`config.mk`:
```
export PLATFORM = sky130hd
export DESIGN_NAME = dbg_halt_dump
export DESIGN_NICKNAME = d
export VERILOG_FILES = /design/src/rtl/dbg_pkg.sv /design/src/rtl/dbg_bkpt_match.sv /design/src/rtl/dbg_halt_dump.sv
export SDC_FILE = /design/constraint.sdc
export NUM_CORES = 1
export LEC_CHECK = 0
export ABC_AREA = 1
export BUFFER_PORTS_ARGS = -buffer_cell sky130_fd_sc_hd__buf_2
export CAP_MARGIN = 15
export CORE_MARGIN = 5
export CORE_UTILIZATION = 50
export DETAILED_ROUTE_END_ITERATION = 10
export HOLD_SLACK_MARGIN = 0.1
export PLACE_DENSITY_LB_ADDON = 0.3
export REMOVE_ABC_BUFFERS = 1
export SLEW_MARGIN = 20
export SYNTH_ARGS = -nofsm -noshare
export SYNTH_HDL_FRONTEND = slang
export SYNTH_SLANG_ARGS = --single-unit
export TNS_END_PERCENT = 10
```
`constraint.sdc`:
```
create_clock -name clk -period 5 [get_ports clk]
set_clock_uncertainty 0.15 [all_clocks]
set_input_delay 0.5 -clock clk [delete_from_list [all_inputs] [get_ports clk]]
set_output_delay 0.5 -clock clk [all_outputs]
set_load 0.03 [all_outputs]
```
`src/rtl/dbg_pkg.sv`:
```
// Shared types and helpers for the halt-and-dump debug unit.
// Build option DBG_DUMP_HILO_EN appends hi/lo words to the dump.
package dbg_pkg;

    typedef enum logic [1:0] {
        RUN,
        DUMP,
        DONE
    } state_e;

    localparam logic [1:0] CAUSE_NONE    = 2'b00;
    localparam logic [1:0] CAUSE_BKPT    = 2'b01;
    localparam logic [1:0] CAUSE_TIMEOUT = 2'b10;

    function automatic int nwords(input int nreg);
`ifdef DBG_DUMP_HILO_EN
        return nreg + 4;
`else
        return nreg + 2;
`endif
    endfunction

endpackage

```
`src/rtl/dbg_bkpt_match.sv`:
```
// Parallel PC breakpoint comparators; hit only counts on a retiring
// instruction.
module dbg_bkpt_match #(
    parameter int XLEN  = 32,
    parameter int NBKPT = 2
) (
    input  logic [XLEN-1:0]       pc_i,
    input  logic                  retire_i,
    input  logic [NBKPT*XLEN-1:0] bkpt_addr_i,
    input  logic [NBKPT-1:0]      bkpt_en_i,
    output logic                  hit_o
);

    logic match;

    always_comb begin
        match = 1'b0;
        for (int k = 0; k < NBKPT; k++) begin
            if (bkpt_en_i[k] &&
                pc_i == bkpt_addr_i[k*XLEN +: XLEN]) begin
                match = 1'b1;
            end
        end
    end

    assign hit_o = retire_i & match;

endmodule

```
`src/rtl/dbg_halt_dump.sv`:
```
// Halt-and-dump debug unit: stops the CPU on breakpoint/timeout, then
// streams PC, instr and the register file (hi/lo with DBG_DUMP_HILO_EN).
module dbg_halt_dump
    import dbg_pkg::*;
#(
    parameter int XLEN  = 32,
    parameter int NREG  = 32,
    parameter int AW    = 5,
    parameter int NBKPT = 2,
    parameter int CYC_W = 16
) (
    input  logic                  clk,
    input  logic                  rst,
    input  logic [XLEN-1:0]       pc_i,
    input  logic [XLEN-1:0]       instr_i,
    input  logic                  retire_i,
    input  logic [NBKPT*XLEN-1:0] bkpt_addr_i,
    input  logic [NBKPT-1:0]      bkpt_en_i,
    input  logic [CYC_W-1:0]      max_cycles_i,
    output logic                  cpu_stall_o,
    output logic [AW-1:0]         reg_sel_o,
    input  logic [XLEN-1:0]       reg_data_i,
`ifdef DBG_DUMP_HILO_EN
    input  logic [XLEN-1:0]       hi_i,
    input  logic [XLEN-1:0]       lo_i,
`endif
    output logic                  dump_valid_o,
    input  logic                  dump_ready_i,
    output logic [XLEN-1:0]       dump_data_o,
    output logic                  dump_last_o,
    output logic                  halted_o,
    output logic [1:0]            halt_cause_o,
    output logic [CYC_W-1:0]      cycle_cnt_o
);

    localparam int NW = nwords(NREG);
    localparam int WW = $clog2(NW + 1);
    localparam logic [CYC_W-1:0] CNT_MAX = {CYC_W{1'b1}};

    state_e           state_q, state_d;
    logic [XLEN-1:0]  pc_q, pc_d;
    logic [XLEN-1:0]  instr_q, instr_d;
    logic [XLEN-1:0]  data_q, data_d;
    logic [1:0]       cause_q, cause_d;
    logic [CYC_W-1:0] cnt_q, cnt_d;
    logic [WW-1:0]    widx_q, widx_d;
    logic             valid_q, valid_d;
    logic             last_q, last_d;

    logic             hit;
    logic             to;
    logic             load;
    logic             is_reg;
    logic [XLEN-1:0]  word;

    dbg_bkpt_match #(
        .XLEN  (XLEN),
        .NBKPT (NBKPT)
    ) u_match (
        .pc_i        (pc_i),
        .retire_i    (retire_i),
        .bkpt_addr_i (bkpt_addr_i),
        .bkpt_en_i   (bkpt_en_i),
        .hit_o       (hit)
    );

    assign to     = (max_cycles_i != '0) && (cnt_q == max_cycles_i);
    assign load   = !valid_q || dump_ready_i;
    assign is_reg = (widx_q >= WW'(2)) && (widx_q < WW'(NREG + 2));

    assign reg_sel_o = (state_q == DUMP && load && is_reg)
                     ? AW'(widx_q - WW'(2)) : '0;

    // rf[0] is emitted as zero whatever the register file returns
    always_comb begin
        word = '0;
        if (widx_q == WW'(0)) begin
            word = pc_q;
        end else if (widx_q == WW'(1)) begin
            word = instr_q;
        end else if (is_reg && widx_q != WW'(2)) begin
            word = reg_data_i;
`ifdef DBG_DUMP_HILO_EN
        end else if (widx_q == WW'(NREG + 2)) begin
            word = hi_i;
        end else if (widx_q == WW'(NREG + 3)) begin
            word = lo_i;
`endif
        end
    end

    always_comb begin
        state_d     = state_q;
        pc_d        = pc_q;
        instr_d     = instr_q;
        cause_d     = cause_q;
        cnt_d       = cnt_q;
        widx_d      = widx_q;
        data_d      = data_q;
        valid_d     = valid_q;
        last_d      = last_q;
        cpu_stall_o = 1'b1;
        unique case (state_q)
            RUN: begin
                cpu_stall_o = hit || to;
                widx_d      = '0;
                if (hit || to) begin
                    state_d = DUMP;
                    pc_d    = pc_i;
                    instr_d = instr_i;
                    cause_d = hit ? CAUSE_BKPT : CAUSE_TIMEOUT;
                end else if (cnt_q != CNT_MAX) begin
                    cnt_d = cnt_q + CYC_W'(1);
                end
            end
            DUMP: begin
                if (valid_q && dump_ready_i && last_q) begin
                    state_d = DONE;
                    valid_d = 1'b0;
                    last_d  = 1'b0;
                end else if (load) begin
                    data_d  = word;
                    valid_d = 1'b1;
                    last_d  = (widx_q == WW'(NW - 1));
                    widx_d  = widx_q + WW'(1);
                end
            end
            DONE: begin
            end
            default: begin
                state_d = RUN;
            end
        endcase
    end

    always_ff @(posedge clk) begin
        if (rst) begin
            state_q <= RUN;
            pc_q    <= '0;
            instr_q <= '0;
            cause_q <= CAUSE_NONE;
            cnt_q   <= '0;
            widx_q  <= '0;
            data_q  <= '0;
            valid_q <= 1'b0;
            last_q  <= 1'b0;
        end else begin
            state_q <= state_d;
            pc_q    <= pc_d;
            instr_q <= instr_d;
            cause_q <= cause_d;
            cnt_q   <= cnt_d;
            widx_q  <= widx_d;
            data_q  <= data_d;
            valid_q <= valid_d;
            last_q  <= last_d;
        end
    end

    assign dump_valid_o = valid_q;
    assign dump_data_o  = data_q;
    assign dump_last_o  = last_q;
    assign halted_o     = (state_q == DONE);
    assign halt_cause_o = cause_q;
    assign cycle_cnt_o  = cnt_q;

endmodule
```
# After elaboration in Yosys (flattened, before gate mapping)
# Index checks and enable logic that the tools add are counted.
# word_totals
ff_bits	124
input_bits	182
output_inout_bits	59
word_cells	72
# classes
n_addsub	3
magnitude_cmp	2
eq_ne	13
mux	18
bitwise	4
reduce_logical	23
# ops
operator	n
32-bit 2-to-1 mux	3
32-bit == test	2
16-bit by 1-bit adder with 16-bit output, second input constant	1
16-bit == test	1
16-bit inequality test, second input constant	1
16-bit nonzero test	1
6-bit 2-to-1 mux	2
6-bit case mux with 2 select lines	1
3-bit AND reduction	4
1-bit logical AND	9
1-bit 2-to-1 mux	7
6-bit by 1-bit adder with 6-bit output, second input constant	1
6-bit by 1-bit == test with 1-bit output, second input constant	1
6-bit == test, second input constant	1
6-bit by 2-bit greater-or-equal comparator with 1-bit output, second input constant	1
6-bit logical NOT	1
6-bit < comparator, second input constant	1
2-bit 2-to-1 mux	3
2-bit inequality test, second input constant	3
6-bit by 2-bit inequality test with 1-bit output, second input constant	1
2-bit case mux with 3 select lines	1
5-bit 2-to-1 mux	1
5-bit by 2-bit subtractor with 5-bit output, second input constant	1
2-bit AND reduction	2
other kinds (9)	13

# Longest topological paths before layout
# Gate-level depths: netlist (run 1).
# depth
ltp_word	8
depth_mapped	17
ltp_nobuf	15

# By module
# A second synthesis (run 1) with hierarchy kept.
# hier_totals
cells_unflattened	1160
area_unflattened_um2	7905.1
# by_module_without_submodules
mod	instances	cells_each	area_each_um2	seq_area_each_um2
dbg_halt_dump	1	905	6820.3	2482.4
dbg_bkpt_match	1	255	1084.8	0.0

# Worst setup path after synthesis (run 1)
# Ideal clock, no wire load.
# synth_timing
kind	register to output
from	register cnt_q[3], in the netlist cycle_cnt_o[3]
to	output cpu_stall_o
t_arrival_ps	1784
t_required_ps	4350
slack_ps	2566
stages_incl_launch_ff	10
n_path_buf	1
cell_sequence	dfxtp_1 -> inv_1 -> or2_2 -> nand4_1 -> nor3_2 -> inv_1 -> nor2_2 -> a21oi_2 -> buf_2 -> nand2_1
# synth_between
elab_chain_cells	4
# synth_rtl
item	line_no	text
start: declaration	dbg_halt_dump.sv:45	logic [CYC_W-1:0] cnt_q, cnt_d;
start signal: assignment	dbg_halt_dump.sv:152	cnt_q <= cnt_d;
16-bit == test	dbg_halt_dump.sv:67	assign to = (max_cycles_i != '0) && (cnt_q == max_cycles_i);
1-bit logical AND	dbg_halt_dump.sv:67	
1-bit logical OR	dbg_halt_dump.sv:105	cpu_stall_o = hit || to;
1-bit 2-to-1 mux	dbg_halt_dump.sv:103	unique case (state_q)
end: declaration	dbg_halt_dump.sv:20	output logic cpu_stall_o,
# Every way passes these cells.

# Worst setup path in the final report (run 1)
# layout_timing
from	register widx_q[1]
to	register data_q[0], in the netlist dump_data_o[0]
# layout_between
elab_chain_cells	6
word_cells_on_any_way	10
cone_classes	2 x order compare; 2 x eq/ne; 3 x mux; 3 x reduce/logical
# layout_rtl
item	line_no	text
start: declaration	dbg_halt_dump.sv:46	logic [WW-1:0] widx_q, widx_d;
start signal: assignment	dbg_halt_dump.sv:153	widx_q <= widx_d;
6-bit by 2-bit greater-or-equal comparator with 1-bit output or 6-bit < comparator (tied branches)	dbg_halt_dump.sv:69	assign is_reg = (widx_q >= WW'(2)) && (widx_q < WW'(NREG + 2));
1-bit logical AND	dbg_halt_dump.sv:69	
1-bit logical AND	dbg_halt_dump.sv:81	end else if (is_reg && widx_q != WW'(2)) begin
32-bit 2-to-1 mux	dbg_halt_dump.sv:81	
32-bit 2-to-1 mux	dbg_halt_dump.sv:79	end else if (widx_q == WW'(1)) begin
32-bit 2-to-1 mux *	dbg_halt_dump.sv:77	if (widx_q == WW'(0)) begin
end signal: assignment	dbg_halt_dump.sv:154	data_q <= data_d;
end: declaration	dbg_halt_dump.sv:43	logic [XLEN-1:0] data_q, data_d;
# Every way passes the cells marked *; elsewhere a longest branch is shown, timed or not.
# A chain may end at the register's enable or synchronous reset.

==> reports/qor.yml, run 1 <==
final_antenna_net_count: 0
dp_hpwl_mm: 15.8
p_per_area_nw_per_um2: 285
gr-total-overflow: 0
wire_per_inst_um: 16.1
setup_violations: 0
place_congestion: 0.834
cts_hold_buffers: 0
vias_per_cell: 5.38
clockRootBuffer: "clkbuf_16"
design.die.area_um2: 16500
drtPass1Iterations: 5
area_delta_synth_final_pct: 26.0
grt_setup_unrepaired: "no"
hold-worst-slack_ns: 0.210
power_frac_seq: 0.394
fp-row-count: 43
synth_xor_area_frac: 0.0672
ys_seq_area_frac: 0.353
internal_power_mw: 1.98
synthMuxAreaShare: 0
ys_top_cells_by_area: "dfxtp_1, nand2_1, a21oi_1"
syn_area_per_cell_um2: 6.78
vias: 7752
yosys-top-cells-count: "nand2_1, a21oi_1, dfxtp_1"
clk_latency_ns: 0.41
r2r-end: "dump_data_o[0]"
cts_inserted_buffers: 17
r2r_start: "widx_q[1]"
synth_edf_count: 0
die_w_um: 129
synth_compound_area_frac: 0.198
placedInstanceArea_um2: 8230
cts_tree: "done"
syn_area_um2: 7040
path_max_fanout: 33
layout.cells.non_filler: 1441
power.share.clock: 0.523
post-place-cells: 1405
drc: 0
start_kind: "flip-flop"
antenna_found_initial: 4
crit_path_end_kind: "flip-flop"
start_util: 0.509
slowest_delay_ns: 0.78
slew_headroom: 0.306
ys_async_sr_fraction: 0
synth-simple-area-share: 0.279
clock_path_buffers: 2
htree_num_levels: 4
ys_types: 38
status: "complete, no violations"
grt_max_degree: 87
synth_top_family_by_area: "simple AND/OR/NAND/NOR gates"
crit_family: "simple AND/OR/NAND/NOR gates"
ioPinCount: 241
min_period_over_period: 0.616
min_period_ns: 3.08
crit_top_cell: "nand2_1"
yosysMostFrequentCell: "nand2_1"
crit_buf_inv: 3
ys_ff_latch: 124
crit_arrival_ns: 3.23
ys_warn_count: 0
ys.flop_type: "dfxtp_1"
cts.repair.resized: 0
path_cells: "inv_1, ha_1, nand2_1, nor2_4, inv_1, buf_4, nand2_1, o2bb2ai_1, nand2_1, a21oi_1"
grt_pass1_vias: 7280
p_sw_mw: 0.545
worst_pin_slew_ns: 1.04
synth_top_area_frac: 0.353
ir_drop_v: 0.000219
fin_nets: 1433
nFillCells: 1341
post_cts_buffers: 0
required_ns: 5.15
syn_inst: 1038
port-buffer-count: 240
wl_mm: 23.2
hold_depth: 3
fmax_mhz: 325
reg2reg_slack_ns: 1.92
grt_pass1_wl_mm: 36.1
core-area_um2: 13800
p_leak_nw: 4.01
combPwrFrac: 0.083
hp-class: "input port to flip-flop"
fp.dieH_um: 129
slew_viol_final: 0
cap_violations: 0
grt.total_usage: 0.272
drtIter0Drc: 607
cts.clk_slew.worst_paths_ns: 0.05
crit_type: "flip-flop to flip-flop"
synth_area_leader_cell: "dfxtp_1"
cts_sinks: 124
r2r_cells: 10
cp_slowest_cell: "nor2_4"
synthAdderAreaFrac: 0.0124
worstHoldStart: "instr_i[29]"
p_sw_frac: 0.216
drive_gt1_frac: 0.238
min_to: "instr_q[29]"
design_area_um2: 8860
final_hold_viol_count: 0
==> power groups by stage <==
stage | Clock [mW] | Combinational [mW] | Sequential (mW)
2_1_floorplan | 0 | 0.0798 | 1.02
3_3_place_gp | 0 | 0.204 | 1.02
3_5_place_dp | 0 | 0.206 | 1.02
4_1_cts | 1.33 | 0.207 | 0.994
5_1_grt | 1.38 | 0.233 | 0.994
6_report | 1.32 | 0.209 | 0.994
==> per-layer routing <==
layer,part of all wire,up-vias,GRT usage
met4,0.024,0,0.112
met2,0.48,355,0.449
met1,0.41,3506,0.353
met3,0.080,43,0.0477
li1,-,3848,-
met5,0,-,0
==> cell usage in the layout, fill, tap and decap left out, types with 2 or more instances in the layout <==
cell type / count
a21boi_0: 2
a21oi_1: 144
a21oi_2: 9
and2_1: 2
buf_2: 239
buf_4: 11
bufinv_16: 5
clkbuf_1: 5
clkbuf_16: 17
clkinv_1: 3
clkinv_2: 3
dfxtp_1: 124
diode_2: 5
ha_1: 7
inv_1: 76
inv_2: 2
nand2_1: 270
nand2_2: 3
nand3_1: 84
nand4_1: 18
nor2_1: 68
nor2_2: 3
nor2_4: 2
nor3_1: 6
nor4_1: 3
o21ai_0: 48
o21ai_1: 3
o22ai_1: 3
o2bb2ai_1: 32
xnor2_1: 28
xor2_1: 26
==> flip-flops by register name, indices dropped and copies added, names as in the netlist <==
name and cells:
halt_cause_o 2, widx_q 6, pc_q 32, dump_valid_o 1
cycle_cnt_o 16, dump_data_o 32, instr_q 32, state_q 2
dump_last_o 1
==> worst max path at each step <==
stage / start / end / slack [ns] / cells after the start
after floorplan: state_q[0] / halt_cause_o[0] / -0.44 / 4
after global placement: widx_q[1] / dump_data_o[20] / 2.07 / 10
after detailed placement: widx_q[1] / dump_data_o[22] / 2.04 / 10
after CTS: widx_q[1] / dump_data_o[0] / 1.98 / 10
after global routing: widx_q[1] / dump_data_o[0] / 1.71 / 10
final: widx_q[1] / dump_data_o[0] / 1.92 / 10
==> kinds of logic (layout without fill, tap and decap cells) <==
family | count (synthesis) | in the layout
AO/OA/AOI/OAI | 244 | 244
adder cells (fa/ha/maj) | 7 | 7
other | 0 | 5
XOR/XNOR | 54 | 54
AND/OR/NAND/NOR | 465 | 465
flip-flops | 124 | 124
buffers and inverters | 144 | 362
==> layout make-up <==
type	count	area, um2	area share
well taps	180	225	0.0254
clock buffers	23	458	0.0517
flip-flops and latches	124	2480	0.280
diodes	5	12.5	0.00141
inverters	81	304	0.0343
multi-input cells	770	3940	0.444
repair buffers	250	1280	0.144
clock inverters	8	165	0.0186
==> tightest hold or removal path, delay by kind of cell <==
family | cells | cell delay [ns]
buffers and inverters | 1 | 0.10
AND/OR/NAND/NOR | 1 | 0.07
AO/OA/AOI/OAI | 1 | 0.06
==> stage by stage <==
stage	total power [mW]	setup slack (ns)	utilization	setup TNS, ns
finish	2.52	1.92	0.641	0
CTS	2.53	1.98	0.640	0
detailed placement	1.22	2.04	0.595	0
floorplan	1.10	-0.436	-	-29.22
global route	2.61	1.71	0.641	0
global placement	1.22	2.07	0.595	0
(Power assumes the default switching activity.)
==> inputs of run 2 (changes only) <==
==> constraint.sdc (replaced) <==
create_clock -name clk -period 2.9 [get_ports clk]
set_clock_uncertainty 0.15 [all_clocks]
set_input_delay 0.29 -clock clk [delete_from_list [all_inputs] [get_ports clk]]
set_output_delay 0.29 -clock clk [all_outputs]
set_load 0.03 [all_outputs]
==> run 2 against run 1 <==
  * First-iteration DRC count decreased by 16%
  * Clock power increased by 45%
  * Die area unchanged
  * Core utilization increased by 6.5 points
  * Critical path depth decreased by 4
  * Final cell count increased by 6.5%
  * Sequential power increased by 72%
  * Non-clock buffer count increased by 103
  * Critical path type unchanged
  * Largest power group unchanged
==> reports/qor.yml, run 2 (synthesis gave the netlist of run 1 again) <==
grt_pass1_vias: 8239  # +13%
wl_mm: 25.0  # +7.5%
p_per_area_nw_per_um2: 419  # +47%
layout.cells.non_filler: 1535  # +6.5%
required_ns: 3.04  # -2.11 ns
place_congestion: 0.868  # +4.2%
post-place-cells: 1419  # +1.0%
grt_pass1_wl_mm: 39.7  # +9.7%
hold-worst-slack_ns: 0.110  # -0.0995 ns
wire_per_inst_um: 16.3  # +0.93%
port-buffer-count: 240  # unchanged
antenna_found_initial: 0  # -4
fp.dieH_um: 129  # unchanged
area_delta_synth_final_pct: 38.7
grt.total_usage: 0.300  # +0.0279
post_cts_buffers: 0  # unchanged
final_common_cell: "nand2_1"
critPathLaunch: "widx_q[1]"
cap_violations: 0  # unchanged
slew_headroom: 0.235  # -0.0712
worst_pin_slew_ns: 1.14  # +0.0998 ns
final_antenna_net_count: 0  # unchanged
layout_common_cells: "nand2_1, buf_2, a21oi_1"
fp-row-count: 43  # unchanged
crit_top_cell: "a21oi_1"
drive_gt1_frac: 0.231  # -0.00706
slew_viol_final: 0  # unchanged
die_w_um: 129  # unchanged
fmax_mhz: 362  # +11%
crit_arrival_ns: 2.91  # -0.32 ns
cts.clk_slew.worst_paths_ns: 0.05  # about the same
vias_per_cell: 5.43  # +0.94%
setup_violations: 0  # unchanged
gr-total-overflow: 0  # unchanged
status: "complete, no violations"
cts_inserted_buffers: 17  # unchanged
htree_num_levels: 4  # unchanged
p_total_mw: 4.09  # +62%
min_period_ns: 2.76  # -0.317 ns
drc: 0  # unchanged
core-area_um2: 13800  # unchanged
drtPass1Iterations: 6  # +1
drtIter0Drc: 508  # -16%
ioPinCount: 241  # unchanged
slowest_delay_ns: 0.88  # +0.10 ns
clockRootBuffer: "clkbuf_16"
crit_type: "flip-flop to flip-flop"
clk_latency_ns: 0.42  # about the same
start_kind: "flip-flop"
hp-class: "input port to flip-flop"
grt_max_degree: 46  # -47%
dp_hpwl_mm: 16.5  # +4.5%
nFillCells: 1177  # -12%
p_leak_nw: 4.42  # +10%
cts_sinks: 124  # unchanged
min_period_over_period: 0.953  # +0.337
path_cells: "inv_1, ha_1, nand3_1, clkinv_1, a21oi_1, a21oi_1"
crit_path_end_kind: "flip-flop"
cp_slowest_cell: "clkinv_1"
final_hold_viol_count: 0  # unchanged
r2r_start: "widx_q[1]"
diodes: 0  # -5
worstHoldStart: "reg_data_i[20]"
vias: 8335  # +7.5%
reg2reg_slack_ns: 0.14  # -1.78 ns
clock_path_buffers: 2  # unchanged
path_max_fanout: 32  # -3.0%
fin_nets: 1536  # +7.2%
start_util: 0.509  # unchanged
ir_drop_v: 0.000411  # +87%
design.die.area_um2: 16500  # unchanged
cts_tree: "done"
-- run 2: cell count changes in the layout (fill, tap and decap cells not counted), sizes merged --
cell,delta
dlygate4sd3,+89
buf,+14
bufinv,-5
diode,-5
clkbuf,+2
inv,-1
-- run 2: layout make-up --
| type | instances | area, um2 | share of cell area |
|---|---|---|---|
| multi-input combinational | 770 | 3950 | 0.404 |
| sequential | 124 | 2480 | 0.254 |
| timing repair buffer | 353 | 2270 | 0.233 |
| clock buffer | 25 | 515 | 0.0528 |
| inverter | 81 | 304 | 0.0312 |
| tap | 180 | 225 | 0.0231 |
| clock inverter | 2 | 10.0 | 0.00103 |
-- run 2: layer usage --
metal | vias to the layer above | global-route usage | wire length [um]
met5 | - | 0 | 0
met4 | 0 | 0.145 | 994
met3 | 85 | 0.0693 | 2120
met2 | 438 | 0.512 | 12100
met1 | 3767 | 0.356 | 9750
li1 | 4045 | - | -
-- run 2: report_power, final --
group	switching [mW]	total [mW]	internal (mW)
Clock	0.708	1.91	1.20
Sequential	0.00475	1.71	1.71
Combinational	0.224	0.469	0.245
-- run 2: worst max-delay path, delay by kind of cell (launching register included) --
kind	cells	cell delay [ns]
buf+inv	2	1.03
compound gates	2	0.68
flops	1	0.46
fa+ha+maj	1	0.20
simple gates	1	0.10
-- run 2: final timing paths --
path	to	cells after the start
hold / removal	dump_data_o[20]	5
setup / recovery	dump_data_o[23]	6
setup reg to reg	dump_data_o[23]	6
hold reg to reg	instr_q[27]	2
-- run 2: per-stage QoR --
step	setup WS (ns)	setup TNS (ns)	utilization	area (um2)
after floorplan	-2.54	-202.74	-	6700
after global placement	0.579	0	0.603	8330
after detailed placement	0.520	0	0.603	8330
after CTS	0.0969	0	0.705	9750
after global routing	-0.00119	-0.00119	0.706	9760
final	0.137	0	0.706	9760
-- run 2: what timing repair did --
| item | in CTS | in global routing |
|---|---|---|
| gates resized for setup | 0 | 2 |
| hold buffers | 89 | 0 |
| hold endpoints to repair | 89 | 0 |
| setup endpoints to repair | 0 | 1 |
==> inputs of run 3 (changes only) <==
--- a/config.mk
+++ b/config.mk
@@ -12,6 +12,7 @@
 export CORE_UTILIZATION = 50
 export DETAILED_ROUTE_END_ITERATION = 10
 export HOLD_SLACK_MARGIN = 0.1
+export MAX_ROUTING_LAYER = met4
 export PLACE_DENSITY_LB_ADDON = 0.3
 export REMOVE_ABC_BUFFERS = 1
 export SLEW_MARGIN = 20
==> run 3 against run 2 <==
  * Critical endpoint is now cpu_stall_o
  * Largest power group unchanged
  * Maximum frequency decreased by 0.77%
  * Critical path type is now input port to primary output
  * Wire length about the same
  * Via count fell by 0.49%
  * Highest routed layer unchanged
==> reports/qor.yml, run 3 (synthesis gave the netlist of run 1 again) <==
status: "complete, no violations"
vias_per_cell: 5.40  # -0.49%
final_hold_viol_count: 0  # unchanged
vias: 8294  # -0.49%
drive_gt1_frac: 0.231  # unchanged
r2r_cells: 6  # unchanged
p_per_area_nw_per_um2: 418  # -0.23%
wl_mm: 25.0  # about the same
crit_family: "buffers and inverters"
cts_tree: "done"
cts.clk_slew.worst_paths_ns: 0.05  # about the same
place_congestion: 0.882  # +1.6%
worst_pin_slew_ns: 1.12  # -0.0164 ns
path_cells: "dlygate4sd3_1, buf_2, xnor2_1, nand2_1, nor2_1, nand2_1, nor2_1, nand3_1, nand2_1, a21oi_4, nand2_1, buf_2"
post_cts_buffers: 0  # unchanged
route.met3.wl_mm: 2.05  # -3.7%
port-buffer-count: 240  # unchanged
fp-row-count: 43  # unchanged
ioPinCount: 241  # unchanged
design.die.area_um2: 16500  # unchanged
crit_top_cell: "nand2_1"
slowest_delay_ns: 0.56  # -0.32 ns
die_w_um: 129  # unchanged
endpoint: "cpu_stall_o"
r2r-end: "dump_data_o[23]"
final_common_cell: "nand2_1"
p_total_mw: 4.08  # -0.23%
fin_nets: 1536  # unchanged
min_period_ns: 2.78  # +0.0214 ns
grt_max_degree: 46  # unchanged
critPathLaunch: "pc_i[28]"
p_sw_frac: 0.227  # -0.00179
cap_violations: 0  # unchanged
cp_slowest_cell: "dlygate4sd3_1"
fin_util: 0.706  # unchanged
clk_latency_ns: 0.42  # about the same
grt_pass1_wl_mm: 39.7  # about the same
cts_sinks: 124  # unchanged
cts_inserted_buffers: 17  # unchanged
clock_path_buffers: 2  # unchanged
combPwrFrac: 0.115  # about the same
antenna_found_initial: 0  # unchanged
clockRootBuffer: "clkbuf_16"
start_util: 0.509  # unchanged
grt_pass1_vias: 8240  # +0.012%
crit_buf_inv: 3  # +1
p_sw_mw: 0.928  # -1.0%
top_layer: "met4"
area_delta_synth_final_pct: 38.7  # unchanged
path_max_fanout: 9  # -72%
drtIter0Drc: 526  # +3.5%
m1WireLength_mm: 9.90  # +1.6%
r2r_start: "widx_q[1]"
wire_per_inst_um: 16.3  # about the same
crit_path_end_kind: "primary output"
hp-class: "input port to flip-flop"
layout_common_cells: "nand2_1, buf_2, a21oi_1"
dp_hpwl_mm: 16.5  # unchanged
fmax_mhz: 359  # -0.77%
p_leak_nw: 4.42  # unchanged
ir_drop_v: 0.000409  # -0.65%
slew_headroom: 0.246  # +0.0110
core-area_um2: 13800  # unchanged
crit_type: "input port to primary output"
drtPass1Iterations: 7  # +1
gr-total-overflow: 0  # unchanged
drc: 0  # unchanged
worstHoldStart: "reg_data_i[20]"
diodes: 0  # unchanged
crit_arrival_ns: 2.34  # -0.57 ns
start_kind: "input port"
power.share.clock: 0.465  # about the same
internal_power_mw: 3.15  # about the same
fp.dieH_um: 129  # unchanged
setup_violations: 0  # unchanged
reg2reg_slack_ns: 0.19  # +0.05 ns
min_period_over_period: 0.960  # +0.00740
power_frac_seq: 0.420  # about the same
htree_num_levels: 4  # unchanged
final_antenna_net_count: 0  # unchanged
wl_met2_mm: 12.1  # +0.36%
slew_viol_final: 0  # unchanged
grt.total_usage: 0.309  # +0.00947
required_ns: 2.46  # -0.58 ns
worstSetupPathDepth: 12  # +6
## run 3: cell counts in the layout (fill, tap and decap cells not counted)
Identical to the previous run, type by type.
## run 3: how the worst min path moves through the flow
stage / to / slack [ns] / depth (start not counted)
floorplan: cycle_cnt_o[14] / 0.20 / 1
global placement: instr_q[26] / 0.30 / 2
detailed placement: instr_q[27] / 0.30 / 2
CTS: dump_data_o[20] / 0.10 / 5
global route: dump_data_o[20] / 0.12 / 5
finish: dump_data_o[20] / 0.11 / 5
## run 3: cell type report
type | count | area [um2]
multi-input combinational | 770 | 3950
inverter | 81 | 304
clock buffer | 25 | 515
sequential | 124 | 2480
timing repair buffer | 353 | 2270
tap | 180 | 225
fill | 1177 | 4070
clock inverter | 2 | 10.0
## run 3: power by group through the flow
stage          Sequential (mW)  Combinational [mW]  Clock [mW]
3_3_place_gp              1.75               0.360           0
3_5_place_dp              1.75               0.364           0
2_1_floorplan             1.76               0.138           0
5_1_grt                   1.71               0.517        2.00
4_1_cts                   1.71               0.458        1.92
6_report                  1.71               0.469        1.90
## run 3: what timing repair did
item,4_1_cts,5_1_grt
setup endpoints to repair,0,1
gates resized for setup,0,2
hold buffers,89,0
hold endpoints to repair,89,0
## run 3: worst min-delay path, stage by stage
cell	delay (ns)
buf_2	0.10
nand2_1	0.06
o2bb2ai_1	0.07
nand2_1	0.06
a21oi_1	0.05
## run 3: routing by layer
layer,global-route usage,vias up
met4,0.143,0
met3,0.0668,71
met5,-,-
met2,0.512,420
li1,-,4052
met1,0.359,3751
## run 3: per-stage QoR
step | area [um2] | setup WS [ns] | TNS, ns | hold slack, ns | std cells
after floorplan | 6700 | -2.54 | -202.74 | 0.202 | 975
after global placement | 8330 | 0.579 | 0 | 0.298 | 1419
after CTS | 9750 | 0.0969 | 0 | 0.102 | 1535
final | 9760 | 0.116 | 0 | 0.114 | 1535
after detailed placement | 8330 | 0.520 | 0 | 0.303 | 1419
after global routing | 9760 | -0.00154 | -0.00154 | 0.119 | 1535
